`config.mk`:
```
export PLATFORM = sky130hd
export DESIGN_NAME = branch_unit_flat
export DESIGN_NICKNAME = d
export VERILOG_FILES = /design/src/rtl/branch_unit_pkg.sv /design/src/rtl/branch_unit_if.sv /design/src/rtl/branch_ret_stack.sv /design/src/rtl/branch_unit.sv /design/src/flat_wrapper.sv
export SDC_FILE = /design/constraint.sdc
export NUM_CORES = 1
export LEC_CHECK = 0
export ABC_AREA = 1
export CAP_MARGIN = 10
export CORE_MARGIN = 4
export CORE_UTILIZATION = 49
export DETAILED_ROUTE_END_ITERATION = 6
export GPL_ROUTABILITY_DRIVEN = 0
export PLACE_DENSITY_LB_ADDON = 0.15
export SLEW_MARGIN = 20
export SYNTH_ARGS = -nofsm -noshare
export SYNTH_HDL_FRONTEND = slang
export SYNTH_SLANG_ARGS = --single-unit
```
`constraint.sdc`:
```
create_clock -name i_clk -period 2.2 [get_ports i_clk]
set_clock_uncertainty 0.05 [all_clocks]
set_input_delay 0.66 -clock i_clk [delete_from_list [all_inputs] [get_ports i_clk]]
set_output_delay 0.66 -clock i_clk [all_outputs]
set_load 0.02 [all_outputs]
```
`src/rtl/branch_unit_pkg.sv`:
```
// branch_unit_pkg: shared definitions for the branch unit.
//   op_e        - decoder operation encodings (SEQ/JMP/CALL/RET)
//   COND_ALWAYS - condition selector value meaning "unconditional"
//   cond_eval   - resolves a condition selector against a flag vector
package branch_unit_pkg;

    typedef enum logic [1:0] {
        OP_SEQ  = 2'b00,
        OP_JMP  = 2'b01,
        OP_CALL = 2'b10,
        OP_RET  = 2'b11
    } op_e;

    localparam int unsigned COND_ALWAYS = 0;

    // Widest flag vector cond_eval accepts; callers zero-extend into it.
    localparam int unsigned MAX_FLAGS = 32;

    // Selector 0 is always true, k in 1..n_flags picks flag k-1, anything
    // above n_flags is never true. neg inverts the result in every case.
    function automatic logic cond_eval(
        input int unsigned            cond,
        input logic                   neg,
        input logic [MAX_FLAGS-1:0]   flags,
        input int unsigned            n_flags
    );
        logic c;
        if (cond == COND_ALWAYS) begin
            c = 1'b1;
        end else if (cond <= n_flags) begin
            c = flags[5'(cond - 1)];
        end else begin
            c = 1'b0;
        end
        return c ^ neg;
    endfunction

endpackage

```
`src/rtl/branch_unit_if.sv`:
```
// branch_unit_if: decoder/fetch-side bundle of the branch unit.
//   master - decoder side: drives i_* (enable, op, condition, target,
//            flag load, error clear), observes o_* (pc, flags, taken,
//            stack occupancy, sticky errors)
//   slave  - branch unit side
interface branch_unit_if #(
    parameter int unsigned ADDR_W      = 8,
    parameter int unsigned N_FLAGS     = 3,
    parameter int unsigned STACK_DEPTH = 4
);
    localparam int unsigned COND_W = $clog2(N_FLAGS + 1);
    localparam int unsigned SP_W   = $clog2(STACK_DEPTH) + 1;

    logic                i_en;
    logic [1:0]          i_op;
    logic [COND_W-1:0]   i_cond;
    logic                i_neg;
    logic [ADDR_W-1:0]   i_target;
    logic                i_flag_we;
    logic [N_FLAGS-1:0]  i_flags;
    logic                i_clr_err;

    logic [ADDR_W-1:0]   o_pc;
    logic [N_FLAGS-1:0]  o_flags;
    logic                o_taken;
    logic [SP_W-1:0]     o_sp;
    logic                o_ovf;
    logic                o_unf;

    modport master (
        output i_en, i_op, i_cond, i_neg, i_target, i_flag_we, i_flags, i_clr_err,
        input  o_pc, o_flags, o_taken, o_sp, o_ovf, o_unf
    );

    modport slave (
        input  i_en, i_op, i_cond, i_neg, i_target, i_flag_we, i_flags, i_clr_err,
        output o_pc, o_flags, o_taken, o_sp, o_ovf, o_unf
    );
endinterface

```
`src/rtl/branch_ret_stack.sv`:
```
// branch_ret_stack: hardware return-address LIFO.
//   i_clk, i_rst_n - clock, async active-low reset (clears occupancy only)
//   i_push, i_data - push i_data (caller never pushes when full)
//   i_pop          - discard top entry (caller never pops when empty)
//   o_top          - current top entry (undefined when empty)
//   o_sp           - occupancy 0..STACK_DEPTH
//   o_full/o_empty - occupancy flags
module branch_ret_stack #(
    parameter int unsigned ADDR_W      = 8,
    parameter int unsigned STACK_DEPTH = 4
) (
    input  logic                                i_clk,
    input  logic                                i_rst_n,
    input  logic                                i_push,
    input  logic                                i_pop,
    input  logic [ADDR_W-1:0]                   i_data,
    output logic [ADDR_W-1:0]                   o_top,
    output logic [$clog2(STACK_DEPTH):0]        o_sp,
    output logic                                o_full,
    output logic                                o_empty
);
    localparam int unsigned IDX_W = $clog2(STACK_DEPTH);
    localparam int unsigned SP_W  = IDX_W + 1;

    logic [ADDR_W-1:0] mem [STACK_DEPTH];
    logic [SP_W-1:0]   sp_q;
    logic [IDX_W-1:0]  wr_idx;
    logic [IDX_W-1:0]  rd_idx;

    // Depth is a power of two, so the low bits of sp address the next free
    // slot and the low bits of sp-1 address the top.
    assign wr_idx = sp_q[IDX_W-1:0];
    assign rd_idx = IDX_W'(sp_q - 1'b1);

    always_ff @(posedge i_clk) begin
        if (i_push) begin
            mem[wr_idx] <= i_data;
        end
    end

    always_ff @(posedge i_clk or negedge i_rst_n) begin
        if (!i_rst_n) begin
            sp_q <= '0;
        end else if (i_push) begin
            sp_q <= sp_q + 1'b1;
        end else if (i_pop) begin
            sp_q <= sp_q - 1'b1;
        end
    end

    assign o_top   = mem[rd_idx];
    assign o_sp    = sp_q;
    assign o_full  = (sp_q == SP_W'(STACK_DEPTH));
    assign o_empty = (sp_q == '0);
endmodule

```
`src/rtl/branch_unit.sv`:
```
// branch_unit: per-cycle sequential/jump/call/return decision and PC state.
//   i_clk, i_rst_n - clock, async active-low reset
//   bus (slave)    - decoder inputs (op, condition, target, flag load,
//                    error clear) and registered outputs (pc, flags,
//                    taken pulse, stack occupancy, sticky ovf/unf)
module branch_unit
    import branch_unit_pkg::*;
#(
    parameter int unsigned       ADDR_W      = 8,
    parameter int unsigned       N_FLAGS     = 3,
    parameter int unsigned       STACK_DEPTH = 4,
    parameter logic [ADDR_W-1:0] RESET_PC    = '0
) (
    input  logic         i_clk,
    input  logic         i_rst_n,
    branch_unit_if.slave bus
);
    localparam int unsigned SP_W = $clog2(STACK_DEPTH) + 1;

    logic [ADDR_W-1:0]    pc_q;
    logic [N_FLAGS-1:0]   flags_q;
    logic                 taken_q;
    logic                 ovf_q;
    logic                 unf_q;

    logic [N_FLAGS-1:0]   eff_flags;
    logic [MAX_FLAGS-1:0] flags_ext;
    logic                 cond;
    logic [ADDR_W-1:0]    pc_inc;
    logic [ADDR_W-1:0]    pc_nxt;
    logic                 push;
    logic                 pop;
    logic                 take;
    logic                 set_ovf;
    logic                 set_unf;

    logic [ADDR_W-1:0]    stk_top;
    logic [SP_W-1:0]      stk_sp;
    logic                 stk_full;
    logic                 stk_empty;

    // A flag load in the same cycle is visible to this cycle's condition.
    assign eff_flags = bus.i_flag_we ? bus.i_flags : flags_q;
    assign pc_inc    = pc_q + 1'b1;

    always_comb begin
        flags_ext = '0;
        flags_ext[N_FLAGS-1:0] = eff_flags;
        cond = cond_eval(32'(bus.i_cond), bus.i_neg, flags_ext, N_FLAGS);
    end

    // Every action is gated by i_en here, so the stack and the taken pulse
    // need no further qualification downstream.
    always_comb begin
        pc_nxt  = pc_inc;
        push    = 1'b0;
        pop     = 1'b0;
        take    = 1'b0;
        set_ovf = 1'b0;
        set_unf = 1'b0;
        if (bus.i_en && cond) begin
            case (op_e'(bus.i_op))
                OP_JMP: begin
                    pc_nxt = bus.i_target;
                    take   = 1'b1;
                end
                OP_CALL: begin
                    if (!stk_full) begin
                        push   = 1'b1;
                        pc_nxt = bus.i_target;
                        take   = 1'b1;
                    end else begin
                        set_ovf = 1'b1;
                    end
                end
                OP_RET: begin
                    if (!stk_empty) begin
                        pop    = 1'b1;
                        pc_nxt = stk_top;
                        take   = 1'b1;
                    end else begin
                        set_unf = 1'b1;
                    end
                end
                default: ;
            endcase
        end
    end

    always_ff @(posedge i_clk or negedge i_rst_n) begin
        if (!i_rst_n) begin
            pc_q    <= RESET_PC;
            flags_q <= '0;
            taken_q <= 1'b0;
            ovf_q   <= 1'b0;
            unf_q   <= 1'b0;
        end else begin
            if (bus.i_en) begin
                pc_q <= pc_nxt;
            end
            flags_q <= eff_flags;
            taken_q <= take;
            // A new error on the clearing edge still sets the bit.
            ovf_q   <= set_ovf | (ovf_q & ~bus.i_clr_err);
            unf_q   <= set_unf | (unf_q & ~bus.i_clr_err);
        end
    end

    branch_ret_stack #(
        .ADDR_W      (ADDR_W),
        .STACK_DEPTH (STACK_DEPTH)
    ) u_stack (
        .i_clk   (i_clk),
        .i_rst_n (i_rst_n),
        .i_push  (push),
        .i_pop   (pop),
        .i_data  (pc_inc),
        .o_top   (stk_top),
        .o_sp    (stk_sp),
        .o_full  (stk_full),
        .o_empty (stk_empty)
    );

    assign bus.o_pc    = pc_q;
    assign bus.o_flags = flags_q;
    assign bus.o_taken = taken_q;
    assign bus.o_sp    = stk_sp;
    assign bus.o_ovf   = ovf_q;
    assign bus.o_unf   = unf_q;
endmodule
```
`src/flat_wrapper.sv`:
```
// flat-port wrapper written by rule: the top's interface ports become plain ports
module branch_unit_flat import branch_unit_pkg::*;
#(
    parameter int unsigned       ADDR_W      = 8,
    parameter int unsigned       N_FLAGS     = 3,
    parameter int unsigned       STACK_DEPTH = 4,
    parameter logic [ADDR_W-1:0] RESET_PC    = '0
)
  (i_clk, i_rst_n, bus_i_en, bus_i_op, bus_i_cond, bus_i_neg, bus_i_target, bus_i_flag_we, bus_i_flags, bus_i_clr_err, bus_o_pc, bus_o_flags, bus_o_taken, bus_o_sp, bus_o_ovf, bus_o_unf);
  branch_unit_if #(.ADDR_W(ADDR_W), .N_FLAGS(N_FLAGS), .STACK_DEPTH(STACK_DEPTH)) bus_i ();
  input  logic i_clk;
  input  logic i_rst_n;
  input wire logic [$bits(bus_i.i_en)-1:0] bus_i_en;
  input wire logic [$bits(bus_i.i_op)-1:0] bus_i_op;
  input wire logic [$bits(bus_i.i_cond)-1:0] bus_i_cond;
  input wire logic [$bits(bus_i.i_neg)-1:0] bus_i_neg;
  input wire logic [$bits(bus_i.i_target)-1:0] bus_i_target;
  input wire logic [$bits(bus_i.i_flag_we)-1:0] bus_i_flag_we;
  input wire logic [$bits(bus_i.i_flags)-1:0] bus_i_flags;
  input wire logic [$bits(bus_i.i_clr_err)-1:0] bus_i_clr_err;
  output wire logic [$bits(bus_i.o_pc)-1:0] bus_o_pc;
  output wire logic [$bits(bus_i.o_flags)-1:0] bus_o_flags;
  output wire logic [$bits(bus_i.o_taken)-1:0] bus_o_taken;
  output wire logic [$bits(bus_i.o_sp)-1:0] bus_o_sp;
  output wire logic [$bits(bus_i.o_ovf)-1:0] bus_o_ovf;
  output wire logic [$bits(bus_i.o_unf)-1:0] bus_o_unf;
  assign bus_i.i_en = bus_i_en;
  assign bus_i.i_op = bus_i_op;
  assign bus_i.i_cond = bus_i_cond;
  assign bus_i.i_neg = bus_i_neg;
  assign bus_i.i_target = bus_i_target;
  assign bus_i.i_flag_we = bus_i_flag_we;
  assign bus_i.i_flags = bus_i_flags;
  assign bus_i.i_clr_err = bus_i_clr_err;
  assign bus_o_pc = bus_i.o_pc;
  assign bus_o_flags = bus_i.o_flags;
  assign bus_o_taken = bus_i.o_taken;
  assign bus_o_sp = bus_i.o_sp;
  assign bus_o_ovf = bus_i.o_ovf;
  assign bus_o_unf = bus_i.o_unf;
  branch_unit #(.ADDR_W(ADDR_W), .N_FLAGS(N_FLAGS), .STACK_DEPTH(STACK_DEPTH), .RESET_PC(RESET_PC)) u_core (.i_clk(i_clk), .i_rst_n(i_rst_n), .bus(bus_i));
endmodule
```
==> results.toml <==
[outcome]
status = "complete, no violations"

[sta]
finalHoldViolCount = 0
finalCritPeriodShare_pct = 98.31
period_needed_ns = 2.163
slew_viol_final = 0
finalSetupViolCount = 0
timing.final.ws_setup_ns = 0.03716
setup_tns_ns = 0
holdWs_ns = 0.4658
worst_pin_slew_ns = 0.4004
max_freq_ghz = 0.4624
relSlewSlack_pct = 73.21

[drt]
drt_iter0_drc = 144
vias = 2321
drc = 0
antenna_left = 0
routed_wl_mm = 6.492
dr.pass1.iters = 4
viasPerCell = 4.959
wl_per_cell_um = 13.87

[finish]
multiInputGateArea_mm2 = 0.001181
postLayoutCoreUtil_pct = 70.13
drive_above_1_share_pct = 21.36
area_delta_synth_final_pct = 36.94
final_nets = 426
fillers = 424
register_area_mm2 = 0.001388
insertedDiodeCount = 0
stdcell_area_mm2 = 0.003627
final_cells = 468

[pwr]
pwr-share-comb_pct = 49.6
power.share.clock_pct = 14.7
switchingPower_mw = 1.517
power_density_mw_per_mm2 = 999.7
seqPwrFrac_pct = 35.7
total_power_mw = 3.626
p_int_mw = 2.110
ir_worst_vdd_mv = 0.6115
swShare_pct = 41.82
p_leak_nw = 1.671

[global_route]
antenna_found_initial = 0
grt_pass1_vias = 2204
grt_pass1_wl_mm = 10.48
grt_max_degree = 20
grt_overflow = 0
grt.total_usage_pct = 21.29

[clock_network]
insertion_delay_ns = 0.30
cts_tree = "built"
clockRootBuffer = "clkbuf_8"
clockBufferDepth = 2
cts.sinks = 49
ctsHoldBuffers = 0
cts_buffers = 5
path_clk_slew_ns = 0.09
htreeDepth = 2

[worst_setup_path]
worstSetupStartpointType = "flop"
cp_cell_sequence = "clkdlybuf4s50_1"
arrival_ns = 1.45
crit_buf_inv = 1
r2r_slack_ns = 0.21
crit_slowest_cell = "clkdlybuf4s50_1"
critical_path_required_ns = 1.49
path_delay_family = "buffers and inverters"
cpPeakStageDelay_ns = 0.66
critPathMaxFanout = 6
end_kind = "primary output"
path_class = "reg2out"

[floorplan]
die_x_um = 81.53
die-area_mm2 = 0.006646
rows = 26
start_util_pct = 51.21
core_area_mm2 = 0.005172
die_h_um = 81.53
io_pins = 38

[yosys]
synth_edf_count = 32
seq_area_frac_synth_pct = 52.34
async_reset_ff_share_pct = 34.69
synth_top_area_share_pct = 36.28
synthCells = 319
yosysMostFrequentCell = "nand2_1"
ys_top_cells_by_count = "134 x nand2_1, 35 x nand3_1, 32 x edfxtp_1"
yosys_warnings = 0
ys_seq_elements = 49
syn-num-nets = 348
synth_flop_cell = "edfxtp_1"
synth.avg_cell_area_um2 = 8.303
synth_largest_area_cell = "edfxtp_1"
synth_area_leaders = "edfxtp_1 36%, nand2_1 19%, dfrtp_1 16%"
syn_area_mm2 = 0.002649
synth.lib_cells_used.distinct = 28

[placement]
dp.cells = 457
hpwl_mm = 4.889
place_area_mm2 = 0.003437
pre_cts_slack_ns = -0.7182
port_buffers = 37

[min_path]
hp-class = "reg2reg"

[job]
maxCapViolations = 0
==> layer usage <==
metal,up-vias,track usage [%],part of all wire (%)
met4,0,5.743,1.1
met5,-,0,0
met1,1061,29.48,46
met2,63,34.69,48
met3,8,3.399,5.2
li1,1189,-,-
==> placed cells by master (no fill, tap or decap), types with 2 or more instances in the layout <==
master and instances:
xor2_1 2, nand4_1 5, a21oi_2 2, inv_1 30, nor3_1 2, o21ai_0 3
ha_1 7, xnor2_1 2, o2111ai_1 2, dfrtp_1 16, nor2_1 6, nor2_2 4
o21ai_1 4, o21ai_2 4, nand2_4 2, buf_12 2, inv_6 2, nor2_4 5
clkbuf_8 5, buf_6 3, buf_4 34, nand3_2 2, inv_2 3, nand3_1 35
edfxtp_1 32, nand2_2 7, dlymetal6s2s_1 5, clkdlybuf4s50_1 29, nand2_1 128
==> power groups by stage <==
stage               registers, mW  clock network (mW)  logic, mW
finish                       1.30               0.534       1.80
global route                 1.32               0.586       1.99
CTS                          1.30               0.542       1.74
detailed placement           1.31                   0       1.73
global placement             1.31                   0       1.71
floorplan                    1.40                   0      0.939
==> timing repair <==
item	CTS	global route
setup buffers	0	2
cloned	0	1
resized for setup	9	22
pin swaps	2	18
endpoints found under the setup margin	46	42
==> cell families after synthesis <==
group / after synthesis / share of synthesized area, %
buffers and inverters: 42 / 6.471
adder cells (fa/ha/maj): 8 / 3.779
flip-flops: 49 / 52.34
XOR/XNOR: 4 / 1.323
AND/OR/NAND/NOR: 198 / 31.93
AO/OA/AOI/OAI: 18 / 4.157
==> final timing paths <==
path                                                     from                            endpoint  cells past startpoint
hold reg to reg                    u_core.bus.o_unf$_DFF_PN0_          u_core.bus.o_unf$_DFF_PN0_                      2
setup reg to reg           u_core.u_stack.o_sp[1]$_DFFE_PN0P_      u_core.bus.o_pc[7]$_DFFE_PN0P_                     13
hold / removal                     u_core.bus.o_unf$_DFF_PN0_          u_core.bus.o_unf$_DFF_PN0_                      2
max in group asynchronous                             i_rst_n  u_core.u_stack.o_sp[0]$_DFFE_PN0P_                      2
setup / recovery           u_core.u_stack.o_sp[2]$_DFFE_PN0P_                         bus_o_sp[2]                      1
min in group asynchronous                             i_rst_n     u_core.bus.o_flags[1]$_DFF_PN0_                      2
==> worst reg2reg max path: cells and delay by family (launching register included) <==
family,cells,cell delay (ns)
compound gates,1,0.04
fa+ha+maj,1,0.24
buf+inv,3,0.38
flops,1,0.38
simple gates,8,0.80
==> cell type report <==
class / count / area share, %
clock buffers: 5 / 1.897
clock inverters: 3 / 0.5864
inverters: 36 / 4.208
multi-input cells: 228 / 32.56
flip-flops and latches: 49 / 38.25
well taps: 70 / 2.415
repair buffers: 77 / 20.08
==> state kept, by name, summed over array words and instances (netlist names) <==
register and count:
u_core.bus.o_ovf 1, u_core.bus.o_flags 3, u_core.bus.o_pc 8, u_core.bus.o_taken 1
u_core.bus.o_unf 1, u_core.u_stack.mem 32, u_core.u_stack.o_sp 3
(Power assumes the default switching activity.)
